`config.mk`:
```
export PLATFORM = sky130hd
export DESIGN_NAME = lcd1602_driver
export DESIGN_NICKNAME = d
export VERILOG_FILES = /design/src/rtl/lcd_pkg.sv /design/src/rtl/lcd_byte_writer.sv /design/src/rtl/lcd1602_driver.sv
export SDC_FILE = /design/constraint.sdc
export NUM_CORES = 1
export LEC_CHECK = 0
export CORE_ASPECT_RATIO = 1.1
export CORE_UTILIZATION = 40
export DETAILED_ROUTE_END_ITERATION = 8
export HOLD_SLACK_MARGIN = 0.03
export PLACE_DENSITY_LB_ADDON = 0.2
export SLEW_MARGIN = 40
export SYNTH_ARGS = -nofsm -noshare
export SYNTH_HDL_FRONTEND = slang
export SYNTH_HIERARCHICAL = 1
export SYNTH_SLANG_ARGS = --single-unit
```
`constraint.sdc`:
```
create_clock -name clk -period 4 [get_ports clk]
set_input_delay 0.4 -clock clk [delete_from_list [all_inputs] [get_ports clk]]
set_output_delay 0.4 -clock clk [all_outputs]
set_load 0.01 [all_outputs]
```
`src/rtl/lcd_pkg.sv`:
```
// lcd_pkg: shared state encodings, HD44780 command bytes and small helpers
// used by lcd1602_driver and lcd_byte_writer.
// Optional feature macro: LCD_CHANGE_ONLY_EN (adds the IDLE top-level state).
package lcd_pkg;

    // Top-level frame sequencer states
    typedef enum logic [3:0] {
        ST_POWER_WAIT,
        ST_INIT,
        ST_SNAPSHOT,
        ST_ADDR0,
        ST_ROW0,
        ST_ADDR1,
        ST_ROW1,
        ST_FRAME_END
`ifdef LCD_CHANGE_ONLY_EN
        , ST_IDLE
`endif
    } lcd_state_t;

    // Single-byte bus transaction phases
    typedef enum logic [1:0] {
        WR_IDLE,
        WR_SETUP,
        WR_PULSE,
        WR_HOLD
    } wr_state_t;

    localparam logic [7:0] LCD_FUNC_SET = 8'h38;
    localparam logic [7:0] LCD_DISP_ON  = 8'h0C;
    localparam logic [7:0] LCD_ENTRY    = 8'h06;
    localparam logic [7:0] LCD_CLEAR    = 8'h01;
    localparam logic [7:0] LCD_ROW0     = 8'h80;
    localparam logic [7:0] LCD_ROW1     = 8'hC0;
    localparam logic [7:0] ASCII_SPACE  = 8'h20;

    // Width of a counter able to hold the larger of two microsecond delays
    function automatic int delay_width(input int a, input int b);
        return $clog2(((a > b) ? a : b) + 1);
    endfunction

    // Anything the panel cannot show as plain ASCII is replaced with a space
    function automatic logic [7:0] lcd_printable(input logic [7:0] ch);
        return ((ch < 8'h20) || (ch > 8'h7E)) ? ASCII_SPACE : ch;
    endfunction

    // Power-up command list, issued in index order 0..3
    function automatic logic [7:0] init_cmd(input logic [1:0] idx);
        logic [7:0] cmd;
        case (idx)
            2'd0:    cmd = LCD_FUNC_SET;
            2'd1:    cmd = LCD_DISP_ON;
            2'd2:    cmd = LCD_ENTRY;
            default: cmd = LCD_CLEAR;
        endcase
        return cmd;
    endfunction

endpackage

```
`src/rtl/lcd_byte_writer.sv`:
```
// lcd_byte_writer: drives one byte onto the HD44780 bus as SETUP (1 us),
// PULSE (enable high, 1 us) and HOLD (execution wait). rs/data are latched
// at start and held through all three phases so enable never rises while
// the bus is changing. done pulses in the cycle the final HOLD tick lands.
module lcd_byte_writer
    import lcd_pkg::*;
#(
    parameter int CMD_US   = 50,
    parameter int CLEAR_US = 2000,
    parameter int DLY_W    = 11
) (
    input  logic       clk,
    input  logic       nRst,
    input  logic       start,
    input  logic       rs,
    input  logic [7:0] data,
    input  logic       us_tick,
    output logic       busy,
    output logic       done,
    output logic       lcd_rs,
    output logic [7:0] lcd_data,
    output logic       lcd_en
);

    wr_state_t        state;
    wr_state_t        state_next;
    logic [DLY_W-1:0] hold_cnt;
    logic [DLY_W-1:0] hold_len_m1;
    logic             hold_last;

    assign hold_len_m1 = (!lcd_rs && (lcd_data == LCD_CLEAR)) ? DLY_W'(CLEAR_US - 1)
                                                               : DLY_W'(CMD_US - 1);
    assign hold_last   = (hold_cnt == hold_len_m1);

    // Phase register
    always_ff @(posedge clk or negedge nRst) begin
        if (!nRst) begin
            state <= WR_IDLE;
        end else begin
            state <= state_next;
        end
    end

    // Phase advance: every phase boundary lands on a microsecond tick
    always_comb begin
        state_next = state;
        case (state)
            WR_IDLE:  if (start)                state_next = WR_SETUP;
            WR_SETUP: if (us_tick)              state_next = WR_PULSE;
            WR_PULSE: if (us_tick)              state_next = WR_HOLD;
            WR_HOLD:  if (us_tick && hold_last) state_next = WR_IDLE;
            default:                            state_next = WR_IDLE;
        endcase
    end

    // Bus value latch and execution-wait counter
    always_ff @(posedge clk or negedge nRst) begin
        if (!nRst) begin
            lcd_rs   <= 1'b0;
            lcd_data <= 8'h00;
            hold_cnt <= '0;
        end else begin
            if ((state == WR_IDLE) && start) begin
                lcd_rs   <= rs;
                lcd_data <= data;
            end
            if (state != WR_HOLD) begin
                hold_cnt <= '0;
            end else if (us_tick) begin
                hold_cnt <= hold_cnt + DLY_W'(1);
            end
        end
    end

    // Handshake and strobe decode
    always_comb begin
        busy   = (state != WR_IDLE);
        lcd_en = (state == WR_PULSE);
        done   = (state == WR_HOLD) && us_tick && hold_last;
    end

endmodule

```
`src/rtl/lcd1602_driver.sv`:
```
// lcd1602_driver: runs the HD44780 power-up sequence, then repeatedly
// snapshots the two 16-character row buffers and writes them to a 16x2 LCD
// over the 8-bit parallel bus.
// Optional feature macro: LCD_CHANGE_ONLY_EN -- when defined, the driver
// parks in IDLE after each frame and only rewrites when an input row differs
// from the last snapshot.
module lcd1602_driver
    import lcd_pkg::*;
#(
    parameter int CLK_PER_US  = 12,
    parameter int POWER_UP_US = 40000,
    parameter int CMD_US      = 50,
    parameter int CLEAR_US    = 2000
) (
    input  logic         clk,
    input  logic         nRst,
    input  logic [127:0] top,
    input  logic [127:0] bottom,
    output logic [7:0]   lcd_data,
    output logic         lcd_rs,
    output logic         lcd_rw,
    output logic         lcd_en,
    output logic         ready,
    output logic         frame_done
);

    localparam int DLY_W = delay_width(POWER_UP_US, CLEAR_US);
    localparam int PRE_W = (CLK_PER_US > 1) ? $clog2(CLK_PER_US) : 1;

    lcd_state_t       state;
    lcd_state_t       state_next;
    logic [PRE_W-1:0] pre_cnt;
    logic             us_tick;
    logic [DLY_W-1:0] pwr_cnt;
    logic [1:0]       init_idx;
    logic [3:0]       col;
    logic [127:0]     snap_top;
    logic [127:0]     snap_bot;
    logic             ready_q;
    logic             wr_start;
    logic             wr_rs;
    logic [7:0]       wr_data;
    logic             wr_busy;
    logic             wr_done;

    assign us_tick = (pre_cnt == PRE_W'(CLK_PER_US - 1));
    assign lcd_rw  = 1'b0;
    assign ready   = ready_q;

    // Free-running microsecond prescaler
    always_ff @(posedge clk or negedge nRst) begin
        if (!nRst) begin
            pre_cnt <= '0;
        end else if (us_tick) begin
            pre_cnt <= '0;
        end else begin
            pre_cnt <= pre_cnt + PRE_W'(1);
        end
    end

    // Frame sequencer state register
    always_ff @(posedge clk or negedge nRst) begin
        if (!nRst) begin
            state <= ST_POWER_WAIT;
        end else begin
            state <= state_next;
        end
    end

    // Frame sequencer transitions; byte states advance on the writer's done
    always_comb begin
        state_next = state;
        case (state)
            ST_POWER_WAIT: if (us_tick && (pwr_cnt == DLY_W'(POWER_UP_US - 1)))
                               state_next = ST_INIT;
            ST_INIT:       if (wr_done && (init_idx == 2'd3)) state_next = ST_SNAPSHOT;
            ST_SNAPSHOT:   state_next = ST_ADDR0;
            ST_ADDR0:      if (wr_done) state_next = ST_ROW0;
            ST_ROW0:       if (wr_done && (col == 4'd15)) state_next = ST_ADDR1;
            ST_ADDR1:      if (wr_done) state_next = ST_ROW1;
            ST_ROW1:       if (wr_done && (col == 4'd15)) state_next = ST_FRAME_END;
`ifdef LCD_CHANGE_ONLY_EN
            ST_FRAME_END:  state_next = ST_IDLE;
            ST_IDLE:       if ((top != snap_top) || (bottom != snap_bot))
                               state_next = ST_SNAPSHOT;
`else
            ST_FRAME_END:  state_next = ST_SNAPSHOT;
`endif
            default:       state_next = ST_POWER_WAIT;
        endcase
    end

    // Delay, index and column counters, row snapshot and sticky ready flag
    always_ff @(posedge clk or negedge nRst) begin
        if (!nRst) begin
            pwr_cnt  <= '0;
            init_idx <= 2'd0;
            col      <= 4'd0;
            snap_top <= '0;
            snap_bot <= '0;
            ready_q  <= 1'b0;
        end else begin
            if ((state == ST_POWER_WAIT) && us_tick) begin
                pwr_cnt <= pwr_cnt + DLY_W'(1);
            end
            if ((state == ST_INIT) && wr_done) begin
                init_idx <= init_idx + 2'd1;
            end
            if (((state == ST_ROW0) || (state == ST_ROW1)) && wr_done) begin
                col <= col + 4'd1;
            end
            if (state == ST_SNAPSHOT) begin
                snap_top <= top;
                snap_bot <= bottom;
            end
            if (state_next == ST_SNAPSHOT) begin
                ready_q <= 1'b1;
            end
        end
    end

    // Byte selection for the writer and frame completion strobe
    always_comb begin
        wr_start   = 1'b0;
        wr_rs      = 1'b0;
        wr_data    = 8'h00;
        frame_done = (state == ST_FRAME_END);
        case (state)
            ST_INIT: begin
                wr_data  = init_cmd(init_idx);
                wr_start = !wr_busy;
            end
            ST_ADDR0: begin
                wr_data  = LCD_ROW0;
                wr_start = !wr_busy;
            end
            ST_ROW0: begin
                wr_rs    = 1'b1;
                wr_data  = lcd_printable(snap_top[{~col, 3'b000} +: 8]);
                wr_start = !wr_busy;
            end
            ST_ADDR1: begin
                wr_data  = LCD_ROW1;
                wr_start = !wr_busy;
            end
            ST_ROW1: begin
                wr_rs    = 1'b1;
                wr_data  = lcd_printable(snap_bot[{~col, 3'b000} +: 8]);
                wr_start = !wr_busy;
            end
            default: begin
                wr_start = 1'b0;
            end
        endcase
    end

    lcd_byte_writer #(
        .CMD_US   (CMD_US),
        .CLEAR_US (CLEAR_US),
        .DLY_W    (DLY_W)
    ) u_writer (
        .clk      (clk),
        .nRst     (nRst),
        .start    (wr_start),
        .rs       (wr_rs),
        .data     (wr_data),
        .us_tick  (us_tick),
        .busy     (wr_busy),
        .done     (wr_done),
        .lcd_rs   (lcd_rs),
        .lcd_data (lcd_data),
        .lcd_en   (lcd_en)
    );

endmodule
```
==> run_results.csv <==
group,metric,value,unit
routing,num_vias,9272,
flow_run,maxCapViolations,0,
timing,fin_ws,668,ps
critical_path,crit_type,"reg2reg",
clocking,cts_resized,0,
timing,whs,325,ps
floorplanning,rows,72,
critical_path,arrival,3800,ps
final_layout,area_delta_synth_final,30.9,%
timing,period_needed,3330,ps
timing,setup_tns,0,ps
critical_path,critical_path.startpoint_type,"register",
timing,setup_violations,0,
timing,rsz0062_at_grt,"false",
final_layout,final_nets,1525,
timing,hold_viol,0,
critical_path,cp_max_fo,35,
place,place_ws,681,ps
timing,finalClockSkew,18.3,ps
timing,drv_slew,0,
synthesis,synth-seq-cells,314,
critical_path,r2r-start,"col[0]",
routing,wirelength,36700,microns
synthesis,synth_top_area_share,54.0,%
floorplanning,fp.dieArea,37200,sq um
timing,maxSlewHeadroom,45.6,%
synthesis,netlist_area,14600,sq um
critical_path,reg2reg_depth,8,
place,numPortBuffers,269,
timing,worst_pin_slew,816,ps
synthesis,avgSynthCellArea,14.7,sq um
timing,period_share,83.3,%
critical_path,required,4460,ps
global_routing,grt_pass1_wl,56900,microns
run_status,status,"finished clean",
final_layout,nFillCells,2995,
final_layout,drive_above_1_share,28.7,%
place,dpl.hpwl,26700,microns
clocking,cts.htree.levels,2,
clocking,numCtsBuffers,36,
final_layout,final_cell_mix,"dfrtp_1, clkdlybuf4s50_1, mux2_2",
floorplanning,start_util,41.0,%
clocking,clock-sinks,314,
synthesis,synth.largest_area_cell,"dfrtp_1",
synthesis,yosysSeqAreaShare,54.0,%
place,place.gp.congestion,0.820,
hold_path,hold_class,"in2async",
global_routing,grt_max_degree,141,
power_and_ir_drop,peakVddDrop,0.295,mV
routing,drtIter0Drc,487,
routing,post-route-drc-count,0,
floorplanning,coreArea,35500,sq um
synthesis,syn_inst,989,
routing,ant_nets,0,
global_routing,grt_usage,20.2,%
synthesis,synth_cell_types,63,
power_and_ir_drop,p_leak,8.63,nW
floorplanning,io_pins,271,
global_routing,grt_pass1_vias,9736,
critical_path,reg2reg_to,"u_writer/lcd_data[6]",
critical_path,crit_path_end_kind,"register",
synthesis,synth_top_flop_cell,"dfrtp_1",
synthesis,synth_warnings,6,
final_layout,multi_input_area,6400,sq um
clocking,clkSlewWorstSetupHoldPaths,60,ps
clocking,cts_hold_buf,1,
clocking,cts_tree,"yes",
timing,fmax,300,MHz
global_routing,antenna_found_initial,2,
final_layout,final_common_cell,"dfrtp_1",
routing,vias_per_cell,5.26,
routing,wl_per_cell,20.8,microns
floorplanning,fp.dieW,184,microns
critical_path,r2r_setup_slack,670,ps
clocking,clockBufferDepth,3,
routing,firstDrtPassIters,5,
final_layout,regArea,7870,sq um
global_routing,grt_overflow,0,
power_and_ir_drop,power.density,367,nW/um^2
floorplanning,die_h,202,microns
synthesis,async_reset_ff_share,100,%
clocking,postCtsSetupBuffers,0,
synthesis,synth_edf_count,0,
synthesis,yosys-top-cells-area,"dfrtp_1, mux2_2, mux4_2, mux2_1, ha_1",
clocking,root_buffer,"clkbuf_16",
clocking,clock_latency,530,ps
cell families (layout without fill, tap and decap cells):
logic type	after synthesis	in the layout	share of synthesized area, %
xor gates and xnor gates	33	33	1.98
DFF	314	314	54.0
adders and majority gates	15	15	1.29
muxes	337	337	31.2
other	1	4	0.0257
and+or+nand+nor	152	152	5.73
buffers and inverters	71	360	2.22
AOI/OAI and AO/OA	66	66	3.57
area by class of cell:
class	count	share of cell area, %
flip-flops and latches	314	41.3
multi-input cells	605	33.6
repair buffers	282	15.1
clock buffers	49	5.51
well taps	481	3.16
clock inverters	16	1.10
inverters	13	0.256
diodes	2	0.0263
layer usage:
| metal | share of wire (%) | vias to the layer above | track usage (%) |
|---|---|---|---|
| met4 | 1.7 | 0 | 5.24 |
| met1 | 45 | 4797 | 28.0 |
| met3 | 3.9 | 46 | 2.85 |
| met2 | 50 | 217 | 33.3 |
| met5 | 0 | - | 0 |
| li1 | - | 4212 | - |
registers in the layout (all words and copies together), names as in the netlist:
signal	flops
pwr_cnt	16
u_writer/lcd_rs	1
col	4
state	4
ready	1
pre_cnt	4
snap_top	128
u_writer/state	2
init_idx	2
snap_bot	128
u_writer/lcd_data	8
u_writer/hold_cnt	16
critical path, cell delays in order, from the launching register on:
cell and delay (ps):
dfrtp_4 920, buf_4 390, mux4_2 530, a22o_1 240, a221oi_1 470, or3_1 190
o22ai_1 70, o32ai_1 260, mux2_2 200
worst max-delay path by stage:
stage / end / startpoint / cells after the start / slack, ps
6_report: u_writer/lcd_data[6] / col[0] / 8 / 670
5_1_grt: u_writer/lcd_data[6] / col[0] / 8 / 430
4_1_cts: u_writer/lcd_data[6] / col[0] / 8 / 660
3_5_place_dp: u_writer/lcd_data[6] / col[0] / 8 / 680
3_3_place_gp: u_writer/lcd_data[6] / col[0] / 8 / 760
2_1_floorplan: u_writer/lcd_data[5] / col[0] / 8 / 1400
cells in the mapped netlist (all sizes together), types with 11 or more instances:
master  number
inv         12
xor2        12
nand2       36
mux2       269
dfrtp      314
a22o        11
ha          15
buf         33
nand4       12
nor2        32
nand3       17
a22oi       12
clkbuf      25
xnor2       21
mux4        66
power by group:
group	switching [mW]	internal, mW	leakage (nW)
clock network	1.34	2.11	0.632
registers	0.00842	3.18	4.37
logic	0.124	0.235	3.62
through the flow:
step	cell area, sq um	util (%)	std cells	power, mW
floorplan	14600	-	990	3.26
global placement	17800	50.0	1693	3.61
detailed placement	17800	50.0	1693	3.61
CTS	19000	53.6	1759	7.07
global route	19100	53.7	1762	7.22
finish	19100	53.7	1762	7.00
(Power assumes the default switching activity.)
